<file path="src/rtl/pwm_capture.sv">
// pwm_capture: measures the high width and rising-to-rising period of a PWM input in clk cycles.
// Latency: valid pulses SYNC_STAGES+1 cycles after the closing pwm_in rise; no backpressure, valid is a one-cycle strobe.
module pwm_capture #(
  parameter int CNT_W       = 24,
  parameter int SYNC_STAGES = 2,
  parameter int TIMEOUT     = 4_000_000
) (
  input  logic             clk,
  input  logic             rst,
  input  logic             en,
  input  logic             pwm_in,
  output logic [CNT_W-1:0] width,
  output logic [CNT_W-1:0] period,
  output logic             valid,
  output logic             lost
);

  localparam logic [CNT_W-1:0] TO  = CNT_W'(TIMEOUT);
  localparam logic [CNT_W-1:0] ONE = CNT_W'(1);

  typedef enum logic [1:0] {IDLE, HIGH, LOW} state_t;

  logic [SYNC_STAGES-1:0] sync;
  logic                   s;
  logic                   s_d;
  logic                   rise;
  logic                   fall;
  logic                   at_to;

  state_t           state, state_n;
  logic [CNT_W-1:0] cnt, cnt_n;
  logic [CNT_W-1:0] hi_cnt, hi_cnt_n;
  logic [CNT_W-1:0] width_n, period_n;
  logic             valid_n, lost_n;

  // Synchronizer runs independently of en so edges are clean when capture resumes.
  always_ff @(posedge clk or posedge rst) begin
    if (rst) begin
      sync <= '0;
      s_d  <= 1'b0;
    end else begin
      sync <= {sync[SYNC_STAGES-2:0], pwm_in};
      s_d  <= s;
    end
  end

  assign s     = sync[SYNC_STAGES-1];
  assign rise  = s & ~s_d;
  assign fall  = ~s & s_d;
  assign at_to = (cnt == TO);

  always_ff @(posedge clk or posedge rst) begin
    if (rst) begin
      state  <= IDLE;
      cnt    <= '0;
      hi_cnt <= '0;
      width  <= '0;
      period <= '0;
      valid  <= 1'b0;
      lost   <= 1'b0;
    end else begin
      state  <= state_n;
      cnt    <= cnt_n;
      hi_cnt <= hi_cnt_n;
      width  <= width_n;
      period <= period_n;
      valid  <= valid_n;
      lost   <= lost_n;
    end
  end

  // Edges take priority over the timeout, so a period of exactly TIMEOUT still measures.
  always_comb begin
    state_n  = state;
    cnt_n    = cnt;
    hi_cnt_n = hi_cnt;
    width_n  = width;
    period_n = period;
    valid_n  = 1'b0;
    lost_n   = lost;
    if (!en) begin
      state_n = IDLE;
      cnt_n   = '0;
      lost_n  = 1'b0;
    end else begin
      if (rise)       cnt_n = ONE;
      else if (!at_to) cnt_n = cnt + ONE;
      case (state)
        IDLE: begin
          if (rise) state_n = HIGH;
        end
        HIGH: begin
          if (fall) begin
            hi_cnt_n = cnt;
            state_n  = LOW;
          end else if (at_to) begin
            state_n = IDLE;
            lost_n  = 1'b1;
          end
        end
        LOW: begin
          if (rise) begin
            width_n  = hi_cnt;
            period_n = cnt;
            valid_n  = 1'b1;
            lost_n   = 1'b0;
            state_n  = HIGH;
          end else if (at_to) begin
            state_n = IDLE;
            lost_n  = 1'b1;
          end
        end
        default: state_n = IDLE;
      endcase
    end
  end

endmodule

</file>
<file path="config.mk">
export PLATFORM = sky130hd
export DESIGN_NAME = pwm_capture
export DESIGN_NICKNAME = d
export VERILOG_FILES = /design/src/rtl/pwm_capture.sv
export SDC_FILE = /design/constraint.sdc
export NUM_CORES = 1
export LEC_CHECK = 0
export ABC_CLOCK_PERIOD_IN_PS = 4900
export BUFFER_PORTS_ARGS = -buffer_cell sky130_fd_sc_hd__buf_4
export CAP_MARGIN = 15
export CORE_UTILIZATION = 45
export CTS_CLUSTER_DIAMETER = 120
export DETAILED_ROUTE_END_ITERATION = 7
export GPL_ROUTABILITY_DRIVEN = 0
export HOLD_SLACK_MARGIN = 0.1
export MAX_ROUTING_LAYER = met4
export SYNTH_ARGS = -nofsm -noshare
export SYNTH_HDL_FRONTEND = slang
export SYNTH_SLANG_ARGS = --single-unit
</file>
<file path="constraint.sdc">
create_clock -name clk -period 4.9 [get_ports clk]
set_input_delay 0.735 -clock clk [delete_from_list [all_inputs] [get_ports clk]]
set_output_delay 0.735 -clock clk [all_outputs]
set_load 0.005 [all_outputs]
</file>
==> out/qor.yml <==
cts:
  cts.repair.resized: 0
  holdBufCountCts: 0
  root_buffer: "clkbuf_8"
  cts_tree: "built"
  clock_sinks: 103
  cts_made_buffers: 9
  cts.path.max_buffers: 2
  clk_latency_ns: 0.37
  ctsHtreeMaxLevel: 3
  post-cts-setup-buffers: 0
  path_clk_slew_ns: 0.11
global_route:
  antenna_found_initial: 0
  grt_pass1_wl_um: 13000
  grt_use_total_pct: 17.8
  grt_max_degree: 74
  grt_pass1_vias: 2622
  overflow: 0
power:
  p_sw_mw: 0.352
  p_int_mw: 1.08
  p_leak_nw: 2.37
  ir_worst_vdd_mv: 0.117
  switching_share_pct: 24.7
  seq_power_share_pct: 61.3
  powerDensity_nw_per_um2: 292
  pwr-share-clk_pct: 34.7
  power_mw: 1.43
  p_comb_share_pct: 4.0
yosys:
  seq_area_frac_synth_pct: 61.5
  ys_async_sr_fraction_pct: 100
  syn_inst: 331
  ys_seq_elements: 103
  netlist_area_um2: 4190
  synth_cell_type_count: 38
  syn_avg_cell_area_um2: 12.7
  synth_edf_count: 0
  yosys_most_used_dff: "dfrtp_1"
  syn-num-nets: 337
  yosysWarnings: 0
layout:
  layout_common_cells: "dfrtp_1, mux2_2, buf_4"
  diodes: 0
  layout_commonest_cell: "dfrtp_1"
  drive_above_1_share_pct: 35.8
  nets: 389
  synthToLayoutAreaGrowth_pct: 16.5
  fin_area_um2: 4880
  fin_util_pct: 55.2
detailed_routing:
  ant_nets: 0
  wl_per_cell_um: 15.5
  vias: 2707
  viasPerCell: 5.46
  wl_um: 7670
  drc_errors: 4
  firstDrtPassIters: 8
  first_iter_violations: 132
outcome:
  failed_checks: "DRC"
  status: "finished with violations"
worst_setup_path:
  crit_path_end_kind: "register"
  crit_required_ns: 5.19
  cpMostUsedCell: "or4_1"
  max_stage_delay_ns: 0.72
  r2r_end: "cnt[20]"
  timing.rr.start: "cnt[0]"
  cp_num_buf_inv: 0
  arrival_ns: 2.67
  ff2ff_path_depth: 5
  worstSetupPathType: "reg2reg"
  cp_top_family: "simple AND/OR/NAND/NOR gates"
  crit_path_cell_trace: "ha_1 > nand3_4 > or4_1 > or4_1 > a21oi_1"
  crit_slowest_cell: "or4_1"
  crit_path_max_fanout: 10
  r2r_setup_slack_ns: 2.51
  cp-start-kind: "register"
timing:
  fmax_mhz: 419
  fin_setup_tns_ns: 0
  rsz0062_at_grt: "false"
  relSlewSlack_pct: 40.1
  finalSetupViolCount: 0
  min_period_ns: 2.39
  clock_skew_ns: 0.0172
  timing.final.crit_share_pct: 48.7
  hold_viol_final: 0
  worst_slew_pin_slew_ns: 0.899
  finalMaxSlewViolations: 0
floorplanning:
  num_io_pins: 54
  core-area_um2: 8850
  dieArea_um2: 9700
  std_cell_rows: 34
  die_h_um: 98.5
  die_x_um: 98.5
  initial_core_util_pct: 47.3
min_path:
  hold_path_end: "sync[1]"
  hold-path-cell-count: 0
  hp-class: "reg2reg"
  min_from: "sync[0]"
placement:
  dp_hpwl_um: 4920
  port_buffers: 53
  place_area_um2: 4680
run:
  drv_cap: 0
==> logic make-up after synthesis <==
group	count (synthesis)	synth area share, %
AO/OA/AOI/OAI	41	5.53
XOR/XNOR	10	2.09
adder cells (fa/ha/maj)	2	0.597
buffers and inverters	26	2.42
flip-flops	103	61.5
multiplexers	60	16.1
AND/OR/NAND/NOR	89	11.7
==> Yosys cell counts (all sizes together) (2+ instances only) <==
master / n / area (um^2)
inv: 11 / 41.3
and4: 2 / 17.5
nor4: 3 / 18.8
xnor2: 9 / 78.8
mux2: 59 / 664
o31ai: 5 / 37.5
buf: 4 / 18.8
or4: 7 / 52.6
a21oi: 10 / 50.1
nand2b: 2 / 12.5
ha: 2 / 25.0
nand2: 26 / 97.6
nor2: 15 / 56.3
nor2b: 2 / 12.5
clkbuf: 11 / 41.3
dfrtp: 103 / 2580
nand3: 8 / 57.6
o21ai: 22 / 110
nand4: 4 / 31.3
or3: 10 / 62.6
nor3: 4 / 20.0
==> sequential cells by signal (all words and copies together), names as in the netlist <==
signal / cells
lost: 1
hi_cnt: 24
sync: 2
period: 24
state: 2
s_d: 1
valid: 1
width: 24
cnt: 24
==> through the flow <==
stage | cells | hold slack [ns] | setup WS (ns)
floorplan | 331 | 0.331 | 1.46
global placement | 479 | 0.344 | 2.41
detailed placement | 479 | 0.336 | 2.37
CTS | 495 | 0.368 | 2.52
global route | 496 | 0.374 | 2.38
finish | 496 | 0.366 | 2.51
==> worst max-delay path by stage <==
stage	slack (ns)	depth (start not counted)	end	from
6_report	2.51	5	cnt[20]	cnt[0]
5_1_grt	2.38	5	cnt[20]	cnt[0]
4_1_cts	2.52	5	cnt[20]	cnt[0]
3_5_place_dp	2.37	4	width[8]	en
3_3_place_gp	2.41	4	width[6]	en
2_1_floorplan	1.46	1	cnt[0]	rst
==> power groups by stage <==
| stage | Sequential [mW] | Clock, mW | Combinational (mW) |
|---|---|---|---|
| after global placement | 0.891 | 0 | 0.0586 |
| after floorplan | 0.889 | 0 | 0.0348 |
| after CTS | 0.875 | 0.511 | 0.0596 |
| after global routing | 0.877 | 0.545 | 0.0666 |
| final | 0.875 | 0.495 | 0.0576 |
| after detailed placement | 0.892 | 0 | 0.0596 |
==> layout make-up <==
| class | instances | area (um^2) |
|---|---|---|
| Clock buffer | 9 | 124 |
| Timing Repair Buffer | 56 | 433 |
| Clock inverter | 7 | 56.3 |
| Tap cell | 108 | 135 |
| Fill cell | 763 | 3970 |
| Sequential cell | 103 | 2580 |
| Multi-Input combinational cell | 202 | 1510 |
| Inverter | 11 | 43.8 |
==> metal layers <==
layer | vias up | global-route usage [%] | routed length, um
met5 | - | - | 0
met4 | 0 | 7.23 | 113
met3 | 10 | 2.98 | 271
met2 | 48 | 26.5 | 3590
li1 | 1275 | - | -
met1 | 1374 | 24.3 | 3700
==> worst reg2reg max path: stages, from the launching register on <==
cell and delay, ns:
dfrtp_1 0.50, ha_1 0.30, nand3_4 0.13, or4_1 0.72, or4_1 0.52, a21oi_1 0.15
Note: power is estimated with default switching activity, not from simulation.
